## src/rtl/matrix_scan_param.sv

```systemverilog
// matrix_scan_param: HUB75-style row / bit-plane scanner for a COLUMNS x ROWS
// panel with BITS-deep binary-code-modulated bit-planes. Every output is a
// register in the clk_in domain; no clock is gated or derived.
//
// The shift of plane N overlaps the display of plane N-1. A plane is latched
// only after the previous display has finished and a blanking gap has passed.
//
// Optional feature (compile-time macro MATRIX_SCAN_DIM_EN):
//   adds a 2-bit 'dim' input that is sampled at LATCH exit. The on-time then
//   becomes (BASE_TICKS<<plane)>>dim, with a floor of 1 cycle.
//
// Ports:
//   clk_in                 in   system clock
//   reset                  in   asynchronous, active-high
//   enable                 in   permits scanning (sampled in IDLE / WAIT exit)
//   dim                    in   [1:0] brightness divider (MATRIX_SCAN_DIM_EN only)
//   column_address         out  column currently being shifted
//   row_address            out  row whose data is being shifted
//   row_address_active     out  row driven to the panel address lines
//   brightness_mask        out  one-hot plane being shifted
//   brightness_mask_active out  one-hot plane being displayed (0 = none)
//   pixel_load             out  request: upstream presents column data next cycle
//   clk_pixel              out  panel shift clock
//   row_latch              out  panel LAT
//   output_enable          out  high = LEDs lit
//   frame_start            out  pulse with first OE cycle of row 0, top plane
module matrix_scan_param #(
  parameter int COLUMNS      = 64,
  parameter int ROWS         = 16,
  parameter int BITS         = 6,
  parameter int BASE_TICKS   = 23,
  parameter int LATCH_CYCLES = 1,
  parameter int BLANK_CYCLES = 1,
  localparam int COL_W = $clog2(COLUMNS),
  localparam int ROW_W = $clog2(ROWS)
) (
  input  logic             clk_in,
  input  logic             reset,
  input  logic             enable,
`ifdef MATRIX_SCAN_DIM_EN
  input  logic [1:0]       dim,
`endif
  output logic [COL_W-1:0] column_address,
  output logic [ROW_W-1:0] row_address,
  output logic [ROW_W-1:0] row_address_active,
  output logic [BITS-1:0]  brightness_mask,
  output logic [BITS-1:0]  brightness_mask_active,
  output logic             pixel_load,
  output logic             clk_pixel,
  output logic             row_latch,
  output logic             output_enable,
  output logic             frame_start
);

  localparam int MAX_TICKS = BASE_TICKS << (BITS - 1);
  localparam int OE_W      = $clog2(MAX_TICKS + 1);
  localparam int PH_MAX    = (LATCH_CYCLES > BLANK_CYCLES) ? LATCH_CYCLES : BLANK_CYCLES;
  localparam int PH_W      = (PH_MAX > 1) ? $clog2(PH_MAX) : 1;

  typedef enum logic [2:0] {
    ST_IDLE,
    ST_SHIFT,
    ST_WAIT,
    ST_BLANK,
    ST_LATCH
  } state_t;

  state_t          state;
  logic [OE_W-1:0] oe_cnt;
  logic [PH_W-1:0] ph_cnt;
  logic [1:0]      shr;

`ifdef MATRIX_SCAN_DIM_EN
  assign shr = dim;
`else
  assign shr = 2'd0;
`endif

  // On-time for the plane selected by a one-hot mask, divided by 2^shr and
  // never shorter than one cycle.
  function automatic logic [OE_W-1:0] on_ticks(input logic [BITS-1:0] mask,
                                               input logic [1:0] div);
    logic [OE_W-1:0] t;
    t = '0;
    for (int p = 0; p < BITS; p++) begin
      if (mask[p]) t = OE_W'(BASE_TICKS << p);
    end
    t = t >> div;
    if (t == '0) t = OE_W'(1);
    return t;
  endfunction

  always_ff @(posedge clk_in or posedge reset) begin
    if (reset) begin
      state                  <= ST_IDLE;
      oe_cnt                 <= '0;
      ph_cnt                 <= '0;
      column_address         <= COL_W'(COLUMNS - 1);
      row_address            <= '0;
      row_address_active     <= '0;
      brightness_mask        <= BITS'(1) << (BITS - 1);
      brightness_mask_active <= '0;
      pixel_load             <= 1'b0;
      clk_pixel              <= 1'b0;
      row_latch              <= 1'b0;
      output_enable          <= 1'b0;
      frame_start            <= 1'b0;
    end else begin
      frame_start <= 1'b0;

      // Display timer runs independently of the FSM. output_enable mirrors
      // "counter non-zero" one cycle ahead, so it is high for exactly the
      // loaded count.
      if (oe_cnt != '0) oe_cnt <= oe_cnt - OE_W'(1);
      output_enable <= (oe_cnt > OE_W'(1));

      case (state)
        ST_IDLE: begin
          if (enable) begin
            state          <= ST_SHIFT;
            column_address <= COL_W'(COLUMNS - 1);
            pixel_load     <= 1'b1;
            clk_pixel      <= 1'b0;
          end
        end

        // pixel_load doubles as the phase flag: high = phase A, low = phase B.
        ST_SHIFT: begin
          if (pixel_load) begin
            pixel_load <= 1'b0;
            clk_pixel  <= 1'b1;
          end else begin
            clk_pixel <= 1'b0;
            if (column_address == '0) begin
              state <= ST_WAIT;
            end else begin
              column_address <= column_address - COL_W'(1);
              pixel_load     <= 1'b1;
            end
          end
        end

        ST_WAIT: begin
          if (oe_cnt == '0) begin
            if (enable) begin
              state  <= ST_BLANK;
              ph_cnt <= PH_W'(BLANK_CYCLES - 1);
            end else begin
              state <= ST_IDLE;
            end
          end
        end

        ST_BLANK: begin
          if (ph_cnt == '0) begin
            state     <= ST_LATCH;
            row_latch <= 1'b1;
            ph_cnt    <= PH_W'(LATCH_CYCLES - 1);
          end else begin
            ph_cnt <= ph_cnt - PH_W'(1);
          end
        end

        ST_LATCH: begin
          if (ph_cnt == '0) begin
            row_latch              <= 1'b0;
            row_address_active     <= row_address;
            brightness_mask_active <= brightness_mask;
            oe_cnt                 <= on_ticks(brightness_mask, shr);
            output_enable          <= 1'b1;
            frame_start            <= (row_address == '0) && brightness_mask[BITS-1];
            // Advance to the next plane; after plane 0 move to the next row.
            if (brightness_mask[0]) begin
              brightness_mask <= BITS'(1) << (BITS - 1);
              if (row_address == ROW_W'(ROWS - 1)) row_address <= '0;
              else                                 row_address <= row_address + ROW_W'(1);
            end else begin
              brightness_mask <= brightness_mask >> 1;
            end
            state          <= ST_SHIFT;
            column_address <= COL_W'(COLUMNS - 1);
            pixel_load     <= 1'b1;
            clk_pixel      <= 1'b0;
          end else begin
            ph_cnt <= ph_cnt - PH_W'(1);
          end
        end

        default: state <= ST_IDLE;
      endcase
    end
  end

endmodule

```

## config.mk

```make
export PLATFORM = sky130hd
export DESIGN_NAME = matrix_scan_param
export DESIGN_NICKNAME = d
export VERILOG_FILES = /design/src/rtl/matrix_scan_param.sv
export SDC_FILE = /design/constraint.sdc
export NUM_CORES = 1
export LEC_CHECK = 0
export CAP_MARGIN = 20
export CELL_PAD_IN_SITES_DETAIL_PLACEMENT = 0
export CELL_PAD_IN_SITES_GLOBAL_PLACEMENT = 1
export CORE_ASPECT_RATIO = 0.9
export CORE_MARGIN = 4
export CORE_UTILIZATION = 35
export DETAILED_ROUTE_END_ITERATION = 16
export PLACE_DENSITY_LB_ADDON = 0.1
export SYNTH_ARGS = -nofsm -noshare
export SYNTH_HDL_FRONTEND = slang
export SYNTH_SLANG_ARGS = --single-unit
```

## constraint.sdc

```tcl
create_clock -name clk_in -period 1.8 [get_ports clk_in]
set_input_delay 0.36 -clock clk_in [delete_from_list [all_inputs] [get_ports clk_in]]
set_output_delay 0.36 -clock clk_in [all_outputs]
set_load 0.02 [all_outputs]
```

* Word-level counts from Yosys, hierarchy flattened
Cells that the tools add are included.
Word-level totals: output and inout port bits 31, register bits after elaboration 45, word-level logic and storage cells 94
Cells by class: $lt $le $gt $ge 1, add/subtract/negate cells 4, equal/unequal tests 13, mux-type cells 44, bitwise operators 1, reductions and logical operators 18
Operators by type and width (count):
- 2-to-1 mux 10 bit | 11
- 2-to-1 mux 6 bit | 5
- zero test 10 bit | 2
- 2-to-1 mux 3 bit | 6
- case mux 6 bit (3 select lines) | 1
- != test 2 bit, second input constant | 8
- case mux 3 bit (5 select lines) | 1
- 2-to-1 mux 1 bit | 13
- AND reduction 3 bit | 4
- greater-than comparator 10 x 1 -> 1 bit, second input constant | 1
- nonzero test 10 bit | 1
- subtractor 10 x 1 -> 10 bit, second input constant | 1
- equality test 3 x 2 -> 1 bit, second input constant | 2
- zero test 6 bit | 1
- case mux 1 bit (3 select lines) | 2
- AND reduction 6 bit | 1
- subtractor 6 x 1 -> 6 bit, second input constant | 1
- 2-to-1 mux 5 bit | 1
- AND reduction 5 bit | 1
- adder 4 x 1 -> 4 bit, second input constant | 1
- equality test 4 bit, second input constant | 1
- zero test 4 bit | 1
- 2-to-1 mux 4 bit | 1
- case mux 1 bit (2 select lines) | 2
- other kinds (11) | 12

* Depth between registers and ports, before layout
Gate-level depths: netlist of run 1.
word-level depth 12, mapped depth 6

* Least setup slack after synthesis of run 1
No wires, ideal clock.
path kind register to register, start point register oe_cnt[0], end point register oe_cnt[6], buffers on the path 0, cell stages (with the launch flop) 6, arrival 1707 ps, data required time 1718 ps, setup slack 11 ps, period minus slack after synthesis 1789 ps, cell sequence dfrtp_1 -> inv_1 -> ha_1 -> or3b_2 -> or4_1 -> a31oi_1
Between the ends: cells in the longest elaborated chain, start to end 4, elaborated cells on any way between the ends 5, those cells by class 1 x add/sub; 3 x mux; 1 x reduce/logical
RTL lines:
- start, declared | line 69 | logic [OE_W-1:0] oe_cnt;
- start signal, assigned | line 114 | if (oe_cnt != '0) oe_cnt <= oe_cnt - OE_W'(1);
- start signal, assigned | line 169 | oe_cnt <= on_ticks(brightness_mask, shr);
- subtractor 10 x 1 -> 10 bit / nonzero test 10 bit (equally long branches) | line 114
- 2-to-1 mux 10 bit (*) | line 114
- 2-to-1 mux 10 bit | line 165 | if (ph_cnt == '0) begin
- 2-to-1 mux 10 bit (*) | line 117 | case (state)
Every way passes the cells marked *; elsewhere a longest branch is shown, timed or not. A chain may end at the register's enable or synchronous reset.

* Final worst setup path of run 1
start point register pixel_load, end point output port pixel_load
RTL lines:
- start, declared | line 48 | output logic pixel_load,
- start signal, assigned | line 103 | pixel_load <= 1'b0;
- start signal, assigned | line 122 | pixel_load <= 1'b1;
- start signal, assigned | line 130 | pixel_load <= 1'b0;
No word-level cell between the ends.

==> impl_summary.txt, run 1 <==
----------------------------------------------------
[Pwr]
  Combinational share of power ... 1.5%
  VDD IR max ... 374 uV
  Proportion of power drawn by the clock network ... 50.4%
  Switching share of total power ... 17.6%
  Power per standard cell area ... just under 700 nW/um^2
  Power Total ... 2.05 mW
  Switching component of the power ... 0.361 mW
  Seq pwr share ... 48.1%
  Pint ... 1.69 mW
  Pleak ... 1.45 nW

[Route]
  First-pass DRT Iterations ... 4
  Wire length reported by the detailed router ... 5130 um
  Total DRC errors in the routed layout ... 0
  Post-route antenna net violation count ... 0
  DR iter-0 viols ... 76
  Via count ... 1826
  Post-DR vias/cell ... 4.96
  Routed WL per cell ... 13.9 um

[Clock tree]
  Total CTS buffers ... 5
  Clock Sink Count ... 44
  Clock transition time at the flip-flop clock pins of the worst setup and hold paths ... 0.09 ns
  Clock latency at the later pin of the worst-skew pair ... 0.30 ns
  Total of hold buffers inserted after clock tree synthesis ... 0
  Root cell of the clock tree ... clkbuf_8
  TritonCTS clock tree ... built
  Maximum buffer depth of the clock tree ... 2
  Deepest level of the CTS H-tree ... 2

[Cells and area]
  Highest-count cells in the layout ignoring fill and taps ... nand2_1 (43), dfrtp_1 (37), clkdlybuf4s50_1 (23)
  Commonest non-fill, non-tap cell in the layout ... nand2_1
  Post-layout utilization of the core ... 48.1%
  Antenna diode count ... 0
  Ratio of cells with drive above 1 in the final layout ... 17.8%
  Area delta synth->final ... 33.5%
  Fill cell instance count of the final layout ... 607
  Final Net Count ... 290

[Setup path]
  Max stage delay cell, worst path ... clkdlybuf4s50_1
  Crit path largest cell delay ... 0.59 ns
  Family with the most delay on the worst path ... buffers and inverters
  CP Capture Type ... output pin
  Path type of the worst setup path ... flop to output pin
  Critical Path Fanout Max ... 4
  Kind of start point of the critical path ... flop
  Critical path, cell by cell ... buf_4 > clkdlybuf4s50_1
  Data required time at the worst endpoint ... 1.44 ns
  Combined buffer and inverter count along the critical path ... 2
  Crit path arrival time ... 1.37 ns

[Die]
  Num ports ... 34
  Horizontal extent of the die ... 91.9 um
  Die H ... roughly 84 um
  Initial core utilization ... between 30% and 40%
  Placement row count ... 27
  Die ar. ... 7670 um^2
  Total core area ... approximately 6000 um^2

[Yosys]
  Synth top area share ... 41.8%
  Per-instance average area after synthesis ... slightly below 10 um^2
  Cell area after synthesis ... ~2200 um^2
  EDFF count, synth ... 0
  Most used flip-flop cell after synthesis ... dfrtp_1
  Post-synth top area cell ... dfrtp_1
  Fraction of the yosys area taken by sequential cells ... 50.1%
  Cell count after synthesis ... 228
  Net Count, Synth ... around 240
  Leading post-synthesis cells by cell area ... dfrtp_1 (42%), dfstp_2 (8.3%), nand2_1 (7.3%), ha_1 (4.0%), o21ai_0 (3.2%)
  Number of distinct library cells after synthesis ... 48
  Count of warnings emitted by yosys ... 0
  Flip-flop and latch count after synthesis ... 44
  Asr flop ratio synth ... 100%

[Placed design]
  Port Buffers ... 33
  Worst Setup Slack post-DPL ... ~0.053 ns
  Weighted congestion reported at the end of routability-driven placement ... 0.767
  Sum of net half-perimeters after detailed placement ... between 3000 and 4000 um

[Global routing]
  Global Route Usage Sum ... 14.6%
  Antenna violations before repair ... 0
  Vias in the first global route ... 1860
  Overflow after GRT ... 0
  Maximum number of pins on one net before global-route repair ... 45
  First-pass GRT wire length ... approximately 9100 um

[STA]
  Fin crit share ... 96.1%
  Max Slew Vio Count ... 0
  RSZ-0062 raised after global routing ... true
  Final worst hold slack ... 0.395 ns
  Clock Skew ... 0.00631 ns
  Final period demand of the worst path ... 1.73 ns
  Peak clock frequency supported by timing ... approximately 580 MHz
  Minimum setup slack in the final design ... 0.0710 ns
  Slew at the pin with the worst max-slew slack ... 0.514 ns
  Slew Limit Headroom ... 65.4%
  Final setup fails ... 0
  Final hold viol count ... 0

[Min path]
  Type of the worst min-delay path ... input pin to async pin

[Flow run]
  Max-capacitance violation count ... 0

[Outcome]
  Run status ... finished clean

----------------------------------------------------
## per-stage QoR
stage                     cell area, um^2  std cells  TNS [ns]
after floorplan                      2220        228         0
after global placement               2790        360         0
after detailed placement             2790        360         0
after CTS                            2940        368         0
after global routing                 2960        368   -0.0348
final                                2960        368         0
## worst paths after layout
kind,endpoint,start,slack [ns],cells after the start
setup reg to reg,oe_cnt[6]$_DFFE_PP0P_,oe_cnt[1]$_DFFE_PP0P_,0.08,7
hold reg to reg,row_address_active[0]$_DFFE_PP0P_,row_address_active[0]$_DFFE_PP0P_,0.48,2
min in group clk_in,row_address_active[0]$_DFFE_PP0P_,row_address_active[0]$_DFFE_PP0P_,0.48,2
max in group asynchronous,column_address[4]$_DFFE_PP1P_,reset,1.12,3
setup / recovery,pixel_load,pixel_load$_DFFE_PP0P_,0.07,2
hold / removal,row_address_active[2]$_DFFE_PP0P_,reset,0.40,3
## synth_stat cells (all sizes together) (3+ instances only)
cell / count
nand3b: 4
dfrtp: 37
inv: 12
o21ai: 14
ha: 7
nor3: 9
nor4: 5
nor2: 15
a21oi: 11
clkbuf: 8
a211oi: 3
xnor2: 6
nand3: 7
dfstp: 7
nor3b: 3
nand2: 43
## what timing repair did
action,4_1_cts,5_1_grt
resized for setup,7,6
hold endpoints to repair,0,0
setup buffers,0,0
setup endpoints to repair,7,6
## layer usage
metal	share of wire, %	vias to the layer above	global-route usage [%]	wire length [um]
met1	51	880	21.7	2620
met5	0	-	0	0
met4	1.3	0	4.99	65
met2	44	28	20.8	2250
li1	-	910	-	-
met3	3.6	8	3.52	184
## area by class of cell
cell class,count,area [um^2],area share (%)
Inverter,12,45.0,1.52
Timing Repair Buffer,54,499,16.9
Clock inverter,3,90.1,3.04
Multi-Input combinational cell,163,1040,35.1
Tap cell,87,109,3.68
Clock buffer,5,68.8,2.33
Sequential cell,44,1110,37.5
## registers in the layout (all words and copies together), names as in the netlist
register,cells
row_address,4
brightness_mask_active,6
state,3
row_address_active,4
row_latch,1
pixel_load,1
column_address,6
clk_pixel,1
oe_cnt,10
output_enable,1
frame_start,1
brightness_mask,6
## tightest hold or removal path, delay by kind of cell
family | cells | cell delay [ns]
buffers and inverters | 3 | 0.71
## cell families (layout without fill, tap and decap cells)
| logic type | Yosys count | in the layout | synth area share (%) |
|---|---|---|---|
| flops | 44 | 44 | 50.1 |
| fa+ha+maj | 7 | 7 | 3.95 |
| simple gates | 99 | 99 | 23.4 |
| buf+inv | 21 | 74 | 3.89 |
| compound gates | 46 | 46 | 14.2 |
| xor+xnor | 8 | 8 | 3.16 |
| mux | 3 | 3 | 1.41 |
## power by group through the flow
stage / combinational (mW) / clock (mW) / sequential, mW
final: 0.0308 / 1.03 / 0.988
after global routing: 0.0357 / 1.11 / 0.989
after CTS: 0.0331 / 1.08 / 0.988
after detailed placement: 0.0331 / 0 / 1.01
after global placement: 0.0335 / 0 / 1.01
after floorplan: 0.0150 / 0 / 1.01
Note: power is estimated with default switching activity, not from simulation.
==> run 2: changes to the inputs <==
Settings changed: CORE_ASPECT_RATIO 0.9 to not set, GPL_TIMING_DRIVEN set to 0.
==> run 2 against run 1 <==
Compared with the run above: the run now ends with setup timing left; register-to-register slack got worse by 0.09 ns; core utilization about the same; clock-buffer cell count rose by 2; worst setup slack got worse by 0.078 ns; design area is 1.9% lower; flip-flop and latch count stayed put; hold slack lost 0.094 ns; sequential share of layout area grew 0.79 points; largest power group is now sequential cells.
==> impl_summary.txt, run 2 (synthesis gave the netlist of run 1 again) <==
----------------------------------------------------
[Outcome]
  Run status ... complete, but fails checks
  Violated checks ... setup timing

[Die]
  Num ports ... 34 (unchanged)
  Die ar. ... 7670 um^2 (about the same)
  Die H ... 87.6 um (+4.9%)
  Initial core utilization ... 36.8% (+0.73 points)
  Placement row count ... 28 (+3.7%)
  Total core area ... 6030 um^2 (-2.0%)
  Horizontal extent of the die ... 87.6 um (-4.7%)

[Global routing]
  Vias in the first global route ... 1844 (-0.86%)
  First-pass GRT wire length ... 9380 um (+3.0%)
  Fraction of met2 tracks used by global routing ... 22.5% (+1.8 points)
  Highest-utilization routing layer at the global route stage ... met1
  Met3 track utilization from global routing ... 3.86% (+0.34 points)
  Overflow after GRT ... 0 (unchanged)
  Antenna violations before repair ... 0 (unchanged)
  Maximum number of pins on one net before global-route repair ... 36 (-20%)
  Global routing usage on met1 ... 23.8% (+2.0 points)
  Global Route Usage Sum ... 15.8% (+1.1 points)

[Placed design]
  Sum of net half-perimeters after detailed placement ... 3610 um (+1.7%)
  Weighted congestion reported at the end of routability-driven placement ... 0.756 (-1.5%)
  Worst Setup Slack post-DPL ... -0.165 ns (-0.218 ns)
  Port Buffers ... 33 (unchanged)

[Setup path]
  Data required time at the worst endpoint ... 1.99 ns (+0.55 ns)
  Path type of the worst setup path ... flop to flop
  Kind of start point of the critical path ... flop
  Reg2reg setup slack ... -0.007 ns (-0.09 ns)
  Startpoint of the most critical setup path ... oe_cnt[0]$_DFFE_PP0P_
  Worst reg2reg startpoint ... oe_cnt[0]$_DFFE_PP0P_
  Critical Path Fanout Max ... 6 (+2)
  Depth of the worst register-to-register path ... 6 (-1)
  Critical register-to-register path endpoint ... oe_cnt[8]$_DFFE_PP0P_
  CP Capture Type ... flop
  Crit path arrival time ... 2.00 ns (+0.63 ns)

[Route]
  DR iter-0 viols ... 81 (+6.6%)
  Post-route antenna net violation count ... 0 (unchanged)
  Post-DR vias/cell ... 5.07 (+2.2%)
  Wire length reported by the detailed router ... 5300 um (+3.3%)
  First-pass DRT Iterations ... 4 (unchanged)
  Routed WL per cell ... 15.0 um (+7.4%)
  Total DRC errors in the routed layout ... 0 (unchanged)
  Via count ... 1796 (-1.6%)

[STA]
  Sum of negative setup slack ... -0.00748 ns (-0.00748 ns)
  Final period demand of the worst path ... 1.81 ns (+0.0785 ns)
  Minimum setup slack in the final design ... -0.00748 ns (-0.0785 ns)
  RSZ-0062 raised after global routing ... true
  Slew Limit Headroom ... 53.9% (-11 points)
  Max Slew Vio Count ... 0 (unchanged)
  Final setup fails ... 1 (+1)
  Final hold viol count ... 0 (unchanged)
  Clock Skew ... 0.00353 ns (-0.00277 ns)
  Slew at the pin with the worst max-slew slack ... 0.684 ns (+0.169 ns)
  Fin crit share ... 100% (+4.4 points)
  Peak clock frequency supported by timing ... 553 MHz (-4.3%)

[Min path]
  Type of the worst min-delay path ... input pin to async pin

[Cells and area]
  Final Net Count ... 288 (-0.69%)
  Register area ... 1110 um^2 (+0.11%)
  Ratio of cells with drive above 1 in the final layout ... 17.6% (-0.23 points)
  Area delta synth->final ... 30.9%
  Fill cell instance count of the final layout ... 609 (+0.33%)
  Largest register FFs ... 10 (unchanged)
  Top register by number of flip-flops ... oe_cnt
  Area taken by multi-input logic gates ... 1070 um^2 (+2.9%)
  Antenna diode count ... 0 (unchanged)
  Post-layout utilization of the core ... 48.2% (about the same)
  Commonest non-fill, non-tap cell in the layout ... nand2_1
  Highest-count cells in the layout ignoring fill and taps ... nand2_1 (43), dfrtp_1 (36), clkdlybuf4s50_1 (21)

[Clock tree]
  Root cell of the clock tree ... clkbuf_8
  Deepest level of the CTS H-tree ... 2 (unchanged)
  Clock transition time at the flip-flop clock pins of the worst setup and hold paths ... 0.08 ns (about the same)
  Clock latency at the later pin of the worst-skew pair ... 0.29 ns (about the same)
  Total CTS buffers ... 5 (unchanged)
  Total of hold buffers inserted after clock tree synthesis ... 0 (unchanged)
  Clock Sink Count ... 44 (unchanged)
  Maximum buffer depth of the clock tree ... 2 (unchanged)
  TritonCTS clock tree ... built

[Pwr]
  Proportion of power drawn by the clock network ... 45.0% (-5.4 points)
  VDD IR max ... 383 uV (+2.3%)
  Power Total ... 1.86 mW (-9.6%)
  Switching component of the power ... 0.368 mW (+1.8%)
  Seq pwr share ... 53.3% (+5.2 points)
  Pint ... 1.49 mW (-12%)
  Pleak ... 1.42 nW (-2.1%)
  Combinational share of power ... 1.7% (+0.2 points)
  Switching share of total power ... 19.8% (+2.2 points)
  Power per standard cell area ... 639 nW/um^2 (-7.8%)

[Flow run]
  Max-capacitance violation count ... 0 (unchanged)

----------------------------------------------------
==> run 2: cell types whose count changed in the layout (fill, tap and decap cells not counted), moves of 2 or more <==
cell             before  now
inv_2                 0    3
dlygate4sd2_1         7    9
clkbuf_8              5    7
inv_1                11    9
bufinv_16             3    1
clkbuf_1              0    6
clkdlybuf4s50_1      23   21
clkbuf_2              0    2
buf_4                20    9
==> run 2: worst max-delay path by stage <==
stage | to | slack, ns | cells after the start
2_1_floorplan | oe_cnt[6]$_DFFE_PP0P_ | 0.01 | 5
3_3_place_gp | oe_cnt[4]$_DFFE_PP0P_ | -0.63 | 2
3_5_place_dp | oe_cnt[8]$_DFFE_PP0P_ | -0.17 | 6
4_1_cts | oe_cnt[6]$_DFFE_PP0P_ | 0.02 | 5
5_1_grt | oe_cnt[8]$_DFFE_PP0P_ | -0.08 | 6
6_report | oe_cnt[8]$_DFFE_PP0P_ | -0.007 | 6
==> run 2: worst max-delay path: stages (launching register included) <==
cell and delay [ns]:
dfrtp_2 0.46, inv_2 0.09, ha_4 0.13, or3b_4 0.41, nor4_4 0.24, xnor2_1 0.13
a31o_2 0.24
==> run 2: routing by layer <==
layer	share of wire, %	wire length (um)
met4	0.76	40
met5	0	0
met2	44	2310
met1	52	2780
met3	3.1	166
==> run 2: power groups by stage <==
stage                     clock (mW)  sequential (mW)  combinational, mW
after global routing           0.906            0.989             0.0363
after detailed placement           0             1.01             0.0333
after CTS                      0.867            0.988             0.0336
final                          0.836            0.988             0.0313
after floorplan                    0             1.01             0.0150
after global placement             0             1.01             0.0276
==> run 2: repair_timing <==
item                                    CTS  global route
pin swaps                                 1             6
buffers inserted                          0             9
endpoints found under the setup margin   27            20
resized for setup                        19             8
gates cloned                              0             0
endpoints found under the hold margin     0             0
==> run 2: layout make-up <==
| type | instances | area share, % |
|---|---|---|
| clock inverter | 1 | 1.03 |
| tap | 75 | 3.23 |
| multi-input combinational | 163 | 36.8 |
| sequential | 44 | 38.3 |
| timing repair buffer | 43 | 14.3 |
| inverter | 12 | 1.55 |
| clock buffer | 7 | 3.32 |
| buffer | 9 | 1.51 |
==> run 2: through the flow <==
| stage | hold slack, ns | cells | cell area, um^2 |
|---|---|---|---|
| 3_5_place_dp | 0.463 | 337 | 2660 |
| 6_report | 0.301 | 354 | 2900 |
| 3_3_place_gp | 0.460 | 336 | 2640 |
| 5_1_grt | 0.307 | 354 | 2900 |
| 2_1_floorplan | 0.531 | 228 | 2220 |
| 4_1_cts | 0.302 | 345 | 2820 |
